### src/rtl/serial_addsub.sv
// serial_addsub: multi-cycle WIDTH-bit adder/subtractor that walks the
// operands CHUNK bits per clock, LSB chunk first. Operands are held in
// shift registers so the narrow arithmetic core always sees the low
// CHUNK bits, and the partial result is shifted in from the top so that
// after N chunks it sits in its final bit positions.
module serial_addsub #(
  parameter int WIDTH = 8,
  parameter int CHUNK = 1
) (
  input  logic             clk,
  input  logic             rst,
  input  logic             start,
  input  logic             mode,
  input  logic             cin,
  input  logic [WIDTH-1:0] a,
  input  logic [WIDTH-1:0] b,
  output logic             busy,
  output logic             done,
  output logic [WIDTH-1:0] result,
  output logic             cout,
  output logic             overflow
);

  localparam int N  = WIDTH / CHUNK;
  localparam int CW = (N > 1) ? $clog2(N) : 1;
  localparam logic [CW-1:0] LAST = CW'(N - 1);

  typedef enum logic {
    IDLE = 1'b0,
    RUN  = 1'b1
  } state_t;

  state_t           state_q, state_d;
  logic [CW-1:0]    cnt_q, cnt_d;
  logic [WIDTH-1:0] a_q, a_d;
  logic [WIDTH-1:0] b_q, b_d;
  logic [WIDTH-1:0] part_q, part_d;
  logic [WIDTH-1:0] result_q, result_d;
  logic             mode_q, mode_d;
  logic             carry_q, carry_d;
  logic             a_msb_q, a_msb_d;
  logic             b_msb_q, b_msb_d;
  logic             cout_q, cout_d;
  logic             ovf_q, ovf_d;
  logic             done_q, done_d;

  logic [CHUNK-1:0] chunk_sum;
  logic             chunk_carry;
  logic [WIDTH-1:0] chunk_ext;
  logic             bit_a;
  logic             bit_b;
  logic             bit_x;
  logic             chain_c;

  // Ripple the running carry/borrow through the low CHUNK bits of the operands.
  always_comb begin
    chunk_sum = '0;
    chain_c   = carry_q;
    bit_a     = 1'b0;
    bit_b     = 1'b0;
    bit_x     = 1'b0;
    for (int i = 0; i < CHUNK; i++) begin
      bit_a        = a_q[i];
      bit_b        = b_q[i];
      bit_x        = bit_a ^ bit_b;
      chunk_sum[i] = bit_x ^ chain_c;
      if (mode_q) begin
        chain_c = (~bit_a & bit_b) | (~bit_x & chain_c);
      end else begin
        chain_c = (bit_a & bit_b) | (bit_x & chain_c);
      end
    end
    chunk_carry = chain_c;
    chunk_ext   = WIDTH'(chunk_sum);
  end

  // Next-state and datapath update: accept in IDLE, one chunk per cycle in RUN.
  always_comb begin
    state_d  = state_q;
    cnt_d    = cnt_q;
    a_d      = a_q;
    b_d      = b_q;
    part_d   = part_q;
    result_d = result_q;
    mode_d   = mode_q;
    carry_d  = carry_q;
    a_msb_d  = a_msb_q;
    b_msb_d  = b_msb_q;
    cout_d   = cout_q;
    ovf_d    = ovf_q;
    done_d   = 1'b0;
    case (state_q)
      IDLE: begin
        if (start) begin
          a_d     = a;
          b_d     = b;
          mode_d  = mode;
          carry_d = cin;
          a_msb_d = a[WIDTH-1];
          b_msb_d = b[WIDTH-1];
          part_d  = '0;
          cnt_d   = '0;
          state_d = RUN;
        end
      end
      RUN: begin
        a_d     = a_q >> CHUNK;
        b_d     = b_q >> CHUNK;
        part_d  = (part_q >> CHUNK) | (chunk_ext << (WIDTH - CHUNK));
        carry_d = chunk_carry;
        if (cnt_q == LAST) begin
          result_d = part_d;
          cout_d   = chunk_carry;
          if (mode_q) begin
            ovf_d = (a_msb_q != b_msb_q) && (part_d[WIDTH-1] != a_msb_q);
          end else begin
            ovf_d = (a_msb_q == b_msb_q) && (part_d[WIDTH-1] != a_msb_q);
          end
          done_d  = 1'b1;
          cnt_d   = '0;
          state_d = IDLE;
        end else begin
          cnt_d = cnt_q + CW'(1);
        end
      end
      default: begin
        state_d = IDLE;
      end
    endcase
  end

  // State and datapath registers; reset aborts any operation in flight.
  always_ff @(posedge clk or posedge rst) begin
    if (rst) begin
      state_q  <= IDLE;
      cnt_q    <= '0;
      a_q      <= '0;
      b_q      <= '0;
      part_q   <= '0;
      result_q <= '0;
      mode_q   <= 1'b0;
      carry_q  <= 1'b0;
      a_msb_q  <= 1'b0;
      b_msb_q  <= 1'b0;
      cout_q   <= 1'b0;
      ovf_q    <= 1'b0;
      done_q   <= 1'b0;
    end else begin
      state_q  <= state_d;
      cnt_q    <= cnt_d;
      a_q      <= a_d;
      b_q      <= b_d;
      part_q   <= part_d;
      result_q <= result_d;
      mode_q   <= mode_d;
      carry_q  <= carry_d;
      a_msb_q  <= a_msb_d;
      b_msb_q  <= b_msb_d;
      cout_q   <= cout_d;
      ovf_q    <= ovf_d;
      done_q   <= done_d;
    end
  end

  assign busy     = (state_q == RUN);
  assign done     = done_q;
  assign result   = result_q;
  assign cout     = cout_q;
  assign overflow = ovf_q;

endmodule

### config.mk
export PLATFORM = sky130hd
export DESIGN_NAME = serial_addsub
export DESIGN_NICKNAME = d
export VERILOG_FILES = /design/src/rtl/serial_addsub.sv
export SDC_FILE = /design/constraint.sdc
export NUM_CORES = 1
export LEC_CHECK = 0
export CORE_ASPECT_RATIO = 1.4
export CORE_MARGIN = 2
export CORE_UTILIZATION = 35
export DETAILED_ROUTE_END_ITERATION = 8
export SETUP_SLACK_MARGIN = 0.15
export SKIP_LAST_GASP = 1
export SLEW_MARGIN = 10
export SYNTH_ARGS = -nofsm -noshare
export SYNTH_HDL_FRONTEND = slang
export SYNTH_SLANG_ARGS = --single-unit
### constraint.sdc
create_clock -name clk -period 4.7 [get_ports clk]
set_input_delay 1.175 -clock clk [delete_from_list [all_inputs] [get_ports clk]]
set_output_delay 1.175 -clock clk [all_outputs]
set_load 0.05 [all_outputs]
==> key figures, run 1 <==
Status
  – Status: complete, no violations

Timing
  – Slew Limit Headroom: 0.5736
  – Worst-Margin Slew: 0.6376 ns
  – Final Critical Period: 3.072 ns
  – Fmax: 325.6 MHz
  – RSZ-0062 raised after global routing: false
  – Max Clock Skew: 0.006957 ns
  – Fin. Hold Viols: 0
  – Final setup viols: 0
  – Fin Setup TNS: 0 ns
  – Slew Viols, Final: 0
  – Fin crit share: 0.6535

Drt
  – Routed Antenna Nets: 0
  – DRT met1 WL: 1415 um
  – DR vias: 1216
  – Count of TritonRoute iterations in the first routing pass: 4
  – Avg WL per Cell: 12.84 um
  – Met3 wire length: 105 um
  – Max Used Layer: met4
  – Routed wire length: 3287 um
  – Routed wl met2: 1696 um
  – Initial DRC count: 69
  – Vias/cell: 4.750
  – DR DRC count: 0

Critical path
  – Setup crit end kind: primary output
  – Worst Path Max Fanout: 53
  – CP startpoint kind: register
  – Crit path DAT: 1.90 ns
  – R2R setup slack: 3.10 ns
  – Crit Path Category: register to primary output
  – WP data required: 3.52 ns
  – FF-to-FF path depth: 4

Logic synthesis
  – Cells after synthesis: 156
  – Largest family of logic cells by synthesized area: multiplexers
  – Share of the synthesized area in the top cell type: 0.5730
  – Syn_area_per_cell: 11.76 um2
  – Leading area contributor after synthesis: dfrtp_1
  – Most frequent cell after synthesis: dfrtp_1
  – Ys Warns: 0
  – Top_reg_cell synth: dfrtp_1
  – Synth cell count leaders: dfrtp_1, nand2_1, o21ai_0
  – Mux share of post-synthesis cell area: 0.1610
  – Simple-Gate Fraction of Synth Area: 0.09891
  – Adder-Cell Fraction of Synth Area: 0.03547
  – Distinct cells, synth: 24
  – Top cells by area, synth: dfrtp_1, mux2i_1, mux2_2
  – Compound-Gate Fraction of Synth Area: 0.08663
  – Post-synth EDFFs: 0
  – Ys async rst share: 1.000
  – Synth Net Count: 181
  – Cell Area, Synth: 1834 um2
  – Seq/Total Area, Yosys: 0.5730
  – Synth Register Bits: 42
  – Post-Synth XOR/XNOR Area: 0.004775

Layout
  – Share of layout cells above drive strength 1: 0.1211
  – # diodes: 0
  – Final nets: 214
  – Post-route insts no fill: 256
  – Area grow syn2layout: 25.17%
  – Filler Cell Count: 503
  – Reg area: 1051 um2
  – Area occupied by multi-input gates: 709.4 um2
  – Final core occ: 0.4484

Clock network
  – Post_cts resized: 0
  – Clk sinks: 42
  – Hold buffers post-CTS: 0
  – Post-CTS Setup Bufs: 0
  – H-tree levels: 2
  – TritonCTS clock tree: yes
  – Clk root buf: clkbuf_8
  – CTS Buf Count: 5
  – Clk buf depth: 2
  – Skew-Pair Late Insertion Delay: 0.29 ns
  – Clk slew on worst S/H paths: 0.08 ns

Die
  – Die width: 65.19 um
  – Die Height: 89.66 um
  – Io pins: 33
  – Die ar.: 5844 um2
  – Core area: 5120 um2
  – Starting density of the core: 0.3583
  – # rows: 31

Global route
  – Antenna violations before repair: 0
  – Global-route wire length before repair: 5651 um
  – Largest net degree at the start of global routing: 54
  – Gr usage total: 0.1275
  – Remaining Overflow, GRT: 0
  – Vias in the first global route: 1287

Place
  – GPL Wtd Cong: 0.7196
  – Post-DP HPWL: 2347 um
  – Port Buffer Count: 32
  – Cells after DPL: 248

Run
  – Max Cap Violations: 0

Pwr
  – Max VDD drop: 187.5 uV
  – P_leak: 1.034 nW
  – Pwr dens: 634.2 nW/um2
  – Power Total: 1.456 mW

Hold path
  – Hold Crit Depth: 2
  – Worst Hold Class: register to register
==> through the flow <==
step	worst slack, ns	hold WS [ns]	cell area (um2)
global placement	1.629	0.4594	2205
CTS	1.606	0.4887	2296
global route	1.517	0.5099	2296
floorplan	2.551	0.4492	1834
finish	1.628	0.4825	2296
detailed placement	1.595	0.4704	2205
==> report_power, final <==
group | switching, mW | internal [mW] | total (mW)
clock | 0.119 | 0.119 | 0.238
combinational | 0.364 | 0.260 | 0.623
sequential | 0.0836 | 0.511 | 0.595
total | 0.567 | 0.889 | 1.46
==> final cells by class <==
cell class,count,area share
multi-input cells,100,0.3090
clock inverters,1,0.002180
flip-flops and latches,42,0.4578
repair buffers,35,0.1493
well taps,66,0.03597
inverters,5,0.008174
clock buffers,7,0.03760
==> critical path, cell delays in order, from the launching register on <==
cell and delay (ns):
dfrtp_1 0.33, buf_4 0.39, clkdlybuf4s50_1 0.89
==> final timing paths <==
check | from | end
max in group asynchronous | rst | result[4]$_DFFE_PP0P_
worst min-delay path | cout$_DFFE_PP0P_ | cout$_DFFE_PP0P_
worst min register to register | cout$_DFFE_PP0P_ | cout$_DFFE_PP0P_
min in group asynchronous | rst | result[1]$_DFFE_PP0P_
worst max register to register | busy$_DFF_PP0_ | overflow$_DFFE_PP0P_
worst max-delay path | busy$_DFF_PP0_ | busy
==> logic make-up (layout without fill, tap and decap cells) <==
kind of cell | count (synthesis) | in the layout
simple gates | 39 | 39
mux | 28 | 28
buf+inv | 14 | 48
xor+xnor | 1 | 1
compound gates | 28 | 28
flops | 42 | 42
fa+ha+maj | 4 | 4
==> sequential cells by signal, summed over array words and instances (netlist names) <==
name	flops
mode_q	1
part_q	7
cnt_q	3
result	8
a_q	8
a_msb_q	1
overflow	1
carry_q	1
b_msb_q	1
done	1
b_q	8
cout	1
busy	1
==> layout by cell type, fill, tap and decap left out <==
cell / netlist / routed
dfrtp_1: 42 / 42
nand2_1: 22 / 22
clkbuf_1: 1 / 1
a22o_1: 3 / 3
mux2_2: 12 / 12
inv_1: 5 / 4
nor2b_1: 1 / 1
nor2_1: 5 / 5
buf_4: 2 / 3
clkinv_2: 0 / 1
clkinv_1: 0 / 1
nor3b_1: 1 / 1
nand2_2: 1 / 1
clkdlybuf4s50_1: 0 / 32
ha_1: 2 / 2
a211oi_1: 1 / 1
a221o_1: 1 / 1
a21oi_1: 1 / 1
nor4b_1: 1 / 1
xnor2_1: 1 / 1
nand2b_1: 7 / 7
o21ai_0: 22 / 22
and2b_1: 1 / 1
clkbuf_8: 0 / 6
mux2i_1: 16 / 16
fa_1: 2 / 2
==> layer usage <==
layer / track usage / vias up
li1: - / 591
met1: 0.1455 / 598
met2: 0.2245 / 21
met3: 0.02993 / 6
met4: 0.06250 / 0
met5: 0 / -
(Power assumes the default switching activity.)
==> run 2, diff against run 1 <==
Clock period 4.7 ns to 3.2 ns, I/O delays scaled along.
==> run 2 against run 1 <==
Final cell count increased by 0.39%. Highest routed layer unchanged. Largest cell class unchanged. Clock skew decreased by 0.0033 ns. Utilization increased by 0.098 points. Clock power increased by 46%. Setup slack got worse by 0.67 ns. Total power increased by 47%. First-iteration DRC count decreased by 41%. Wire length increased by 5.3%. Critical path depth decreased by 1. Register-to-register slack got worse by 1.6 ns.
==> key figures, run 2 (same netlist as run 1, synthesis figures left out) <==
Critical path
  – Crit path DAT: 1.44 ns
  – Worst Path Max Fanout: 2
  – CP startpoint kind: register
  – Critical register-to-register path startpoint: busy$_DFF_PP0_
  – Slowest CP cell: clkdlybuf4s50_1
  – Worst path bufs/invs: 1
  – FF-to-FF path depth: 3
  – Setup crit end kind: primary output
  – R2R setup slack: 1.46 ns
  – Crit Path Category: register to primary output
  – Worst r2r dst: b_msb_q$_DFFE_PP0P_
  – WP data required: 2.40 ns
  – Top delay family on crit path: buffers and inverters
  – CP max stage delay: 0.80 ns
  – CP cell instances: clkdlybuf4s50_1

Timing
  – Slew Viols, Final: 0
  – Fin Setup TNS: 0 ns
  – Fin crit share: 0.6994
  – Slew Limit Headroom: 0.5609
  – Fmax: 446.8 MHz
  – Fin. Hold Viols: 0
  – Worst-Margin Slew: 0.6577 ns
  – Final Critical Period: 2.238 ns
  – Max Clock Skew: 0.003633 ns
  – Final setup viols: 0
  – RSZ-0062 raised after global routing: false

Layout
  – Final nets: 215
  – # diodes: 0
  – Post-route insts no fill: 257
  – Share of layout cells above drive strength 1: 0.1361
  – Filler Cell Count: 507
  – Area occupied by multi-input gates: 709.4 um2
  – Area grow syn2layout: 25.44%
  – Final core occ: 0.4494
  – Most frequent cells in the layout: dfrtp_1, clkdlybuf4s50_1, nand2_1, o21ai_0, mux2i_1
  – Most common cell after layout, fill and taps aside: dfrtp_1
  – Reg area: 1051 um2
  – Design Area, Final: 2301 um2

Drt
  – Initial DRC count: 41
  – Routed Antenna Nets: 0
  – Count of TritonRoute iterations in the first routing pass: 4
  – Routed wl met2: 1777 um
  – Avg WL per Cell: 13.47 um
  – Met3 wire length: 87 um
  – DR vias: 1220
  – Vias/cell: 4.747
  – Max Used Layer: met4
  – DRT met1 WL: 1519 um
  – Routed wire length: 3461 um
  – DR DRC count: 0

Clock network
  – TritonCTS clock tree: yes
  – Clk slew on worst S/H paths: 0.08 ns
  – Skew-Pair Late Insertion Delay: 0.29 ns
  – H-tree levels: 2
  – Clk sinks: 42
  – Post-CTS Setup Bufs: 0
  – Clk buf depth: 2
  – Clk root buf: clkbuf_8
  – Hold buffers post-CTS: 0
  – Post_cts resized: 0
  – CTS Buf Count: 5

Die
  – Die width: 65.19 um
  – # rows: 31
  – Starting density of the core: 0.3583
  – Die Height: 89.66 um
  – Io pins: 33
  – Die ar.: 5844 um2
  – Core area: 5120 um2

Pwr
  – Clock network power share: 0.163
  – Cell Int Power: 1.304 mW
  – Net Sw Frac: 0.3904
  – Sequential power share: 0.424
  – Net Sw Power: 0.8348 mW
  – Pwr dens: 929.4 nW/um2
  – P_leak: 1.042 nW
  – Power Total: 2.139 mW
  – Max VDD drop: 250.6 uV
  – Comb pwr share: 0.414

Hold path
  – Critical hold path startpoint: a_q[7]$_DFFE_PP0P_
  – Hold path endpoint: a_q[6]$_DFFE_PP0P_
  – Hold Crit Depth: 2
  – Worst Hold Class: register to register

Place
  – Post-DP HPWL: 2500 um
  – GPL Wtd Cong: 0.7132
  – Post-placement cell area: 2210 um2
  – Cells after DPL: 249
  – Port Buffer Count: 32

Global route
  – Largest net degree at the start of global routing: 36
  – Vias in the first global route: 1211
  – Remaining Overflow, GRT: 0
  – Gr usage total: 0.1343
  – Global-route wire length before repair: 5906 um
  – Antenna violations before repair: 0

Run
  – Max Cap Violations: 0

Status
  – Status: complete, no violations
-- run 2: changes by cell type in the layout (fill, tap and decap cells not counted) --
cell,before,now
buf_4,3,5
clkdlybuf4s50_1,32,31
clkinv_1,1,0
inv_2,0,1
-- run 2: power by group through the flow --
stage / Combinational (mW) / Sequential (mW) / Clock (mW)
global placement: 0.873 / 0.906 / 0
CTS: 0.899 / 0.910 / 0.363
finish: 0.885 / 0.906 / 0.348
detailed placement: 0.898 / 0.920 / 0
global route: 0.979 / 0.942 / 0.384
floorplan: 0.474 / 1.09 / 0
-- run 2: final cells by class --
class	instances	area share
Inverter	5	0.008157
Sequential cell	42	0.4568
Tap cell	66	0.03589
Multi-Input combinational cell	100	0.3083
Clock buffer	7	0.03752
Timing Repair Buffer	36	0.1512
Clock inverter	1	0.002175
-- run 2: worst reg2reg max path: cells and delay by family (launching register included) --
family	cells	cell delay, ns
flip-flops	1	0.67
buffers and inverters	1	0.40
AND/OR/NAND/NOR	1	0.28
multiplexers	1	0.28
-- run 2: per-stage QoR --
stage	setup slack (ns)	hold WS (ns)
4_1_cts	0.9467	0.4939
6_report	0.9619	0.4871
3_3_place_gp	0.8564	0.4581
2_1_floorplan	1.426	0.4492
5_1_grt	0.8950	0.5139
3_5_place_dp	0.8153	0.4730
-- run 2: worst max-delay path by stage --
| stage | start | endpoint | slack (ns) | cells after the start |
|---|---|---|---|---|
| after floorplan | rst | a_msb_q$_DFFE_PP0P_ | 1.43 | 1 |
| after global placement | start | cnt_q[1]$_DFFE_PP0P_ | 0.86 | 4 |
| after detailed placement | start | b_q[4]$_DFFE_PP0P_ | 0.82 | 4 |
| after CTS | overflow$_DFFE_PP0P_ | overflow | 0.95 | 1 |
| after global routing | result[7]$_DFFE_PP0P_ | result[7] | 0.90 | 1 |
| final | result[7]$_DFFE_PP0P_ | result[7] | 0.96 | 1 |
-- run 2: routing by layer --
metal | track usage | up-vias
met3 | 0.02618 | 5
met5 | 0 | -
met2 | 0.2319 | 23
li1 | - | 594
met1 | 0.1599 | 598
met4 | 0.06818 | 0
